<file path="src/rtl/run_scan_pkg.sv">
// Shared types for the run-length scan controller and its bit-serial run detector.
// The detector history option is selected in run_scan_ctrl by RUN_SCAN_HISTORY_EN.
package run_scan_pkg;

    localparam int unsigned RUN_LEN = 4;

    typedef enum logic [1:0] {
        StIdle,
        StShift,
        StDone
    } ctrl_state_e;

    typedef enum logic [3:0] {
        DetZ0,
        DetZ1,
        DetZ2,
        DetZ3,
        DetZ4,
        DetO1,
        DetO2,
        DetO3,
        DetO4
    } det_state_e;

    // Z4/O4 stand for "run of RUN_LEN or more" and absorb further identical bits.
    function automatic det_state_e det_next(input det_state_e s, input logic b);
        det_state_e n;
        n = b ? DetO1 : DetZ1;
        unique case (s)
            DetZ1:   if (!b) n = DetZ2;
            DetZ2:   if (!b) n = DetZ3;
            DetZ3:   if (!b) n = DetZ4;
            DetZ4:   if (!b) n = DetZ4;
            DetO1:   if (b)  n = DetO2;
            DetO2:   if (b)  n = DetO3;
            DetO3:   if (b)  n = DetO4;
            DetO4:   if (b)  n = DetO4;
            default: n = b ? DetO1 : DetZ1;
        endcase
        return n;
    endfunction

    function automatic logic det_flag(input det_state_e s);
        return (s == DetZ4) || (s == DetO4);
    endfunction

endpackage

</file>
<file path="src/rtl/run_det.sv">
// Nine-state Moore run detector: flags a run of RUN_LEN or more identical bits.
// flag_next is the flag the detector will show after absorbing bit_in.
module run_det
    import run_scan_pkg::*;
(
    input  logic clk,
    input  logic reset,
    input  logic clr,
    input  logic en,
    input  logic bit_in,
    output logic flag_next,
    output logic flag
);

    det_state_e state;
    det_state_e state_next;

    assign state_next = det_next(state, bit_in);
    assign flag_next  = det_flag(state_next);
    assign flag       = det_flag(state);

    always_ff @(posedge clk) begin
        if (!reset) begin
            state <= DetZ0;
        end else if (clr) begin
            state <= DetZ0;
        end else if (en) begin
            state <= state_next;
        end
    end

endmodule

</file>
<file path="src/rtl/run_scan_ctrl.sv">
// Word-to-bit sequencer around run_det; counts flagged bit positions per word (saturating).
// Define RUN_SCAN_HISTORY_EN to let detector runs continue across word boundaries.
module run_scan_ctrl
    import run_scan_pkg::*;
#(
    parameter int unsigned WORD_W = 8,
    parameter int unsigned CNT_W  = 4
) (
    input  logic              clk,
    input  logic              reset,
    input  logic              in_valid,
    output logic              in_ready,
    input  logic [WORD_W-1:0] in_data,
    output logic              out_valid,
    input  logic              out_ready,
    output logic [CNT_W-1:0]  out_hits,
    output logic              busy
);

    localparam int unsigned IDX_W = (WORD_W > 1) ? $clog2(WORD_W) : 1;
    localparam logic [IDX_W-1:0] LAST_IDX = IDX_W'(WORD_W - 1);
    localparam logic [CNT_W-1:0] CNT_MAX  = {CNT_W{1'b1}};

    ctrl_state_e       state;
    logic [WORD_W-1:0] sreg;
    logic [IDX_W-1:0]  bit_idx;
    logic [CNT_W-1:0]  hits;
    logic              word_start;
    logic              det_clr;
    logic              det_en;
    logic              det_flag_next;
    logic              unused_det_flag;

    assign word_start = (state == StIdle) && in_valid;
    assign det_en     = (state == StShift);

`ifdef RUN_SCAN_HISTORY_EN
    assign det_clr = 1'b0;
`else
    assign det_clr = word_start;
`endif

    run_det u_run_det (
        .clk       (clk),
        .reset     (reset),
        .clr       (det_clr),
        .en        (det_en),
        .bit_in    (sreg[0]),
        .flag_next (det_flag_next),
        .flag      (unused_det_flag)
    );

    assign out_hits = hits;

    always_ff @(posedge clk) begin
        if (!reset) begin
            state     <= StIdle;
            in_ready  <= 1'b1;
            out_valid <= 1'b0;
            busy      <= 1'b0;
            sreg      <= '0;
            bit_idx   <= '0;
            hits      <= '0;
        end else begin
            unique case (state)
                StIdle: begin
                    if (word_start) begin
                        state    <= StShift;
                        in_ready <= 1'b0;
                        busy     <= 1'b1;
                        sreg     <= in_data;
                        bit_idx  <= '0;
                        hits     <= '0;
                    end
                end
                StShift: begin
                    sreg    <= sreg >> 1;
                    bit_idx <= bit_idx + 1'b1;
                    if (det_flag_next && (hits != CNT_MAX)) begin
                        hits <= hits + 1'b1;
                    end
                    if (bit_idx == LAST_IDX) begin
                        state     <= StDone;
                        out_valid <= 1'b1;
                    end
                end
                StDone: begin
                    if (out_ready) begin
                        state     <= StIdle;
                        out_valid <= 1'b0;
                        in_ready  <= 1'b1;
                        busy      <= 1'b0;
                    end
                end
                default: begin
                    state     <= StIdle;
                    in_ready  <= 1'b1;
                    out_valid <= 1'b0;
                    busy      <= 1'b0;
                end
            endcase
        end
    end

endmodule

</file>
<file path="config.mk">
export PLATFORM = sky130hd
export DESIGN_NAME = run_scan_ctrl
export DESIGN_NICKNAME = d
export VERILOG_FILES = /design/src/rtl/run_scan_pkg.sv /design/src/rtl/run_det.sv /design/src/rtl/run_scan_ctrl.sv
export SDC_FILE = /design/constraint.sdc
export NUM_CORES = 1
export LEC_CHECK = 0
export BUFFER_PORTS_ARGS = -buffer_cell sky130_fd_sc_hd__clkbuf_2
export CORE_ASPECT_RATIO = 0.8
export CORE_MARGIN = 4
export CORE_UTILIZATION = 50
export DETAILED_ROUTE_END_ITERATION = 10
export GPL_ROUTABILITY_DRIVEN = 0
export GPL_TIMING_DRIVEN = 0
export PLACE_DENSITY_LB_ADDON = 0.08
export SLEW_MARGIN = 10
export SYNTH_ARGS = -nofsm -noshare
export SYNTH_HDL_FRONTEND = slang
export SYNTH_HIERARCHICAL = 1
export SYNTH_SLANG_ARGS = --single-unit
</file>
<file path="constraint.sdc">
create_clock -name clk -period 2 [get_ports clk]
set_input_delay 0.4 -clock clk [delete_from_list [all_inputs] [get_ports clk]]
set_output_delay 0.4 -clock clk [all_outputs]
set_load 0.02 [all_outputs]
</file>
==> flow_summary.json, run 1 <==
{
  "final_cells": 203,
  "critPathMaxStageDelay_ns": 0.50,
  "antenna_found_initial": 0,
  "endpoint_kind": "register",
  "dr.pass1.iters": 4,
  "p_leak_nw": 0.579,
  "worstHoldStart": "in_data[2]",
  "totalWireLength_microns": 2730,
  "fp-row-count": 15,
  "skew_ns": 0.00740,
  "antenna_cells": 0,
  "fin_crit_ns": 1.86,
  "clkSlewWorstSetupHoldPaths_ns": 0.14,
  "grt_usage": 0.172,
  "place_area_sq_um": 1390,
  "cts_buffer_depth": 2,
  "dp_cells": 199,
  "max_freq_ghz": 0.537,
  "dieWidth_microns": 64.2,
  "postSynthAreaPerCell_sq_um": 8.58,
  "hp-class": "in2reg",
  "drcViolationCount": 0,
  "areaGrowthSynthToFinish_pct": 15.7,
  "hold_slack_ns": 0.298,
  "total_power_mw": 1.05,
  "grt_pass1_wl_microns": 4610,
  "power_density_nw_per_um2": 719,
  "ff2ff_setup_slack_ns": 0.14,
  "vdd_drop_max_uv": 472,
  "path_max_fanout": 16,
  "tightest_slew_ns": 0.454,
  "cts_setup_buffers": 0,
  "start_util": 0.555,
  "final_util": 0.642,
  "post-place-ws_ns": -0.0482,
  "slew_headroom": 0.697,
  "maxCapViolations": 0,
  "root_buffer": "clkbuf_4",
  "numCtsBuffers": 3,
  "drive_gt1_frac": 0.254,
  "final_hold_viol_count": 0,
  "cp-startpoint": "state[1]",
  "crit_type": "reg2reg",
  "ant_nets": 0,
  "status": "completed",
  "crit_path_cell_trace": "nand2b_1 -> inv_2 -> buf_4 -> nand2_1 -> or4b_1 -> a21oi_1",
  "yosysWarnings": 6,
  "crit-reg2reg-launch": "state[1]",
  "setup.worst_path.start_class": "register",
  "insertion_delay_ns": 0.33,
  "portBuffers": 18,
  "fin_tns_setup_ns": 0,
  "finalSetupViolCount": 0,
  "rsz0062_at_grt": "false",
  "vias_per_cell": 5.57,
  "nets": 185,
  "syn_inst": 147,
  "final_max_slew_viol_count": 0,
  "dieArea_sq_um": 3390,
  "grt_max_degree": 17,
  "design_area_sq_um": 1460,
  "clock_sinks": 24,
  "routedWlPerCell_microns": 13.4,
  "cp_slowest_cell": "or4b_1",
  "grt_pass1_vias": 1078,
  "core_sq_um": 2270,
  "die_y_microns": 52.9,
  "syn_nets": 162,
  "io_pins": 19,
  "hpwlAfterDp_microns": 1970,
  "drtIter0Drc": 71,
  "htree_levels": 1,
  "cp.required_ns": 2.27,
  "arrival_ns": 2.13,
  "fin_ws_ns": 0.138,
  "finalCritPeriodShare": 0.931,
  "syn_area_sq_um": 1260,
  "via_count": 1130,
  "cts_tree": "yes",
  "grt_overflow": 0
}
## metal layers
metal | routed length (microns) | track usage | vias up
met5 | 0 | 0 | -
met4 | 0 | 0.0421 | 0
met3 | 91 | 0.0467 | 0
met2 | 1380 | 0.310 | 15
met1 | 1260 | 0.204 | 542
li1 | - | - | 573
## power by group
part | internal [mW] | switching (mW) | leakage, nW
Clock | 0.203 | 0.158 | 0.0279
Combinational | 0.0698 | 0.0944 | 0.354
Sequential | 0.504 | 0.0193 | 0.197
Total | 0.777 | 0.271 | 0.579
## path summary, 6_finish.rpt
check                           depth (start not counted)                  to
worst min-delay path                                    3             sreg[2]
worst max register to register                          6  u_run_det/state[1]
worst min register to register                          2          bit_idx[1]
worst max-delay path                                    6  u_run_det/state[1]
## repair_timing
| action | CTS | global route |
|---|---|---|
| cloned | 0 | 0 |
| endpoints found under the hold margin | 0 | 0 |
| endpoints found under the setup margin | 2 | 4 |
| hold buffers | 0 | 0 |
| gates resized for setup | 1 | 4 |
## cell type report
class | count | area, sq um
tap | 34 | 42.5
sequential | 24 | 480
multi-input combinational | 107 | 703
clock inverter | 1 | 30.0
fill | 204 | 812
buffer | 9 | 58.8
timing repair buffer | 18 | 90.1
inverter | 7 | 31.3
clock buffer | 3 | 22.5
## worst max-delay path: cells and delay by family, from the launching register on
| kind | cells | cell delay, ns |
|---|---|---|
| buffers and inverters | 2 | 0.40 |
| flip-flops | 1 | 0.40 |
| AO/OA/AOI/OAI | 1 | 0.14 |
| AND/OR/NAND/NOR | 3 | 0.86 |
## flip-flops by register name, summed over array words and instances, names as in the netlist
register and cells:
state 2, sreg 8, bit_idx 3, u_run_det/state 4, out_hits 4, busy 1
in_ready 1, out_valid 1
## cells in the final DEF (no fill, tap or decap), types with 2 or more instances in the layout
cell type / count
nor4_1: 2
a311oi_1: 7
ha_1: 3
nand3b_1: 3
buf_6: 2
buf_2: 2
or2_2: 2
clkbuf_2: 18
inv_2: 2
clkbuf_1: 3
clkbuf_4: 3
nand3_1: 6
mux2i_1: 2
dfxtp_1: 24
nor3b_1: 2
buf_4: 2
nand2b_1: 5
o21ai_0: 2
nand2_1: 22
a21oi_1: 13
or4b_1: 2
nor2_1: 12
inv_1: 4
Note: power is estimated with default switching activity, not from simulation.
==> run 2: changes to the inputs <==
--- a/config.mk
+++ b/config.mk
@@ -7,13 +7,12 @@
 export LEC_CHECK = 0
 export BUFFER_PORTS_ARGS = -buffer_cell sky130_fd_sc_hd__clkbuf_2
 export CORE_ASPECT_RATIO = 0.8
-export CORE_MARGIN = 4
 export CORE_UTILIZATION = 50
 export DETAILED_ROUTE_END_ITERATION = 10
 export GPL_ROUTABILITY_DRIVEN = 0
 export GPL_TIMING_DRIVEN = 0
+export MAX_ROUTING_LAYER = met4
 export PLACE_DENSITY_LB_ADDON = 0.08
-export SLEW_MARGIN = 10
 export SYNTH_ARGS = -nofsm -noshare
 export SYNTH_HDL_FRONTEND = slang
 export SYNTH_HIERARCHICAL = 1
==> run 2 against run 1 <==
Fmax is 1.7% higher. Sequential share of layout area fell by 0.056 points. Wire length is 3.5% lower. Core utilization up 0.11 points. Critical endpoint is now out_hits[2].
==> flow_summary.json, run 2 (synthesized netlist as in run 1, its figures left out) <==
{
  "hpwlAfterDp_microns": 1900,
  "fin_ws_ns": 0.169,
  "grt_pass1_wl_microns": 4150,
  "antenna_found_initial": 0,
  "clock_sinks": 24,
  "p_leak_nw": 0.578,
  "pwr-share-seq": 0.501,
  "final_util": 0.644,
  "post-place-ws_ns": -0.0337,
  "crit_type": "reg2reg",
  "via_count": 1134,
  "vdd_drop_max_uv": 379,
  "clockPowerShare": 0.340,
  "path_max_fanout": 9,
  "maxCapViolations": 0,
  "totalWireLength_microns": 2640,
  "grt_pass1_vias": 960,
  "layout_common_cells": "dfxtp_1 (24), nand2_1 (22), clkbuf_2 (18)",
  "drive_gt1_frac": 0.254,
  "insertion_delay_ns": 0.32,
  "fin_crit_ns": 1.83,
  "antenna_cells": 0,
  "final_hold_viol_count": 0,
  "crit_buf_inv": 1,
  "final.fill_count": 206,
  "fp-row-count": 15,
  "place_area_sq_um": 1390,
  "finalCritPeriodShare": 0.916,
  "slew_headroom": 0.715,
  "core_sq_um": 2270,
  "seq_area_sq_um": 480,
  "fin_tns_setup_ns": 0,
  "critPathTopFamily": "compound AO/OA/AOI/OAI gates",
  "comb_power_share": 0.159,
  "crit_path_cell_trace": "buf_2 -> nor4b_2 -> a31oi_1 -> o21ai_1 -> a31oi_4 -> a311o_1",
  "p_int_mw": 0.779,
  "arrival_ns": 2.05,
  "dieArea_sq_um": 2730,
  "cts_buffer_depth": 2,
  "dieWidth_microns": 58.2,
  "grt_overflow": 0,
  "grt_max_degree": 17,
  "clkSlewWorstSetupHoldPaths_ns": 0.14,
  "cts_setup_buffers": 0,
  "areaGrowthSynthToFinish_pct": 15.9,
  "drtIter0Drc": 51,
  "tightest_slew_ns": 0.428,
  "cts_tree": "yes",
  "regMostFlops": "sreg",
  "routedWlPerCell_microns": 13.0,
  "root_buffer": "clkbuf_4",
  "setup.worst_path.start_class": "register",
  "endpoint_kind": "register",
  "portBuffers": 18,
  "cp.required_ns": 2.22,
  "hp-class": "in2reg",
  "design_area_sq_um": 1460,
  "largest_reg_flops": 8,
  "io_pins": 19,
  "switchingPower_mw": 0.267,
  "final_common_cell": "dfxtp_1",
  "finalSetupViolCount": 0,
  "multi_input_area_sq_um": 702,
  "ant_nets": 0,
  "status": "completed",
  "dr.pass1.iters": 4,
  "final_max_slew_viol_count": 0,
  "power_density_nw_per_um2": 715,
  "start_util": 0.555,
  "skew_ns": 0.0115,
  "htree_levels": 1,
  "sw_frac_of_total": 0.255,
  "critPathMaxStageDelay_ns": 0.38,
  "drcViolationCount": 0,
  "die_y_microns": 46.9,
  "grt_usage": 0.210,
  "numCtsBuffers": 3,
  "cp_slowest_cell": "a311o_1",
  "rsz0062_at_grt": "false",
  "max_freq_ghz": 0.546,
  "nets": 185,
  "vias_per_cell": 5.59
}
==> run 2: changes by cell type in the layout (fill, tap and decap cells not counted) <==
cell,previous run,this run
nand2b_1,5,4
o21ai_2,1,0
nand2b_2,0,1
buf_4,2,1
buf_6,2,3
o21ai_1,0,1
==> run 2: worst paths after layout <==
kind | cells after the start | endpoint | startpoint | slack (ns)
worst min register to register | 2 | bit_idx[2] | bit_idx[2] | 0.49
worst max register to register | 6 | out_hits[2] | u_run_det/state[0] | 0.17
worst max-delay path | 6 | out_hits[2] | u_run_det/state[0] | 0.17
worst min-delay path | 3 | sreg[2] | in_data[2] | 0.30
==> run 2: what timing repair did <==
| action | 4_1_cts | 5_1_grt |
|---|---|---|
| resized for setup | 1 | 5 |
| endpoints found under the hold margin | 0 | 0 |
| hold buffers | 0 | 0 |
| endpoints found under the setup margin | 1 | 3 |
==> run 2: through the flow <==
stage / instances / hold WS (ns) / total power [mW]
after floorplan: 147 / 0.448 / 0.649
after global placement: 199 / 0.458 / 0.688
after detailed placement: 199 / 0.471 / 0.695
after CTS: 203 / 0.295 / 1.05
after global routing: 203 / 0.296 / 1.09
final: 203 / 0.304 / 1.05
==> run 2: metal layers <==
metal / GRT usage / part of all wire
met5: - / 0
met4: 0.0619 / 0.0049
met3: 0.0579 / 0.045
met2: 0.343 / 0.47
met1: 0.259 / 0.48
==> run 2: power groups by stage <==
| stage | Combinational (mW) | Sequential (mW) | Clock (mW) |
|---|---|---|---|
| floorplan | 0.114 | 0.536 | 0 |
| finish | 0.166 | 0.523 | 0.356 |
| detailed placement | 0.161 | 0.534 | 0 |
| global placement | 0.156 | 0.532 | 0 |
| global route | 0.183 | 0.527 | 0.380 |
| CTS | 0.161 | 0.523 | 0.365 |
==> run 2: worst register-to-register path, delay by kind of cell (launching register included) <==
kind / cells / cell delay (ns)
compound gates: 4 / 0.92
buf+inv: 1 / 0.17
flops: 1 / 0.33
simple gates: 1 / 0.32
==> run 2: cell type report <==
class | instances | area share
Buffer | 9 | 0.0428
Clock buffer | 3 | 0.0154
Clock inverter | 1 | 0.0205
Inverter | 7 | 0.0214
Multi-Input combinational cell | 107 | 0.480
Sequential cell | 24 | 0.329
Tap cell | 34 | 0.0291
Timing Repair Buffer | 18 | 0.0616
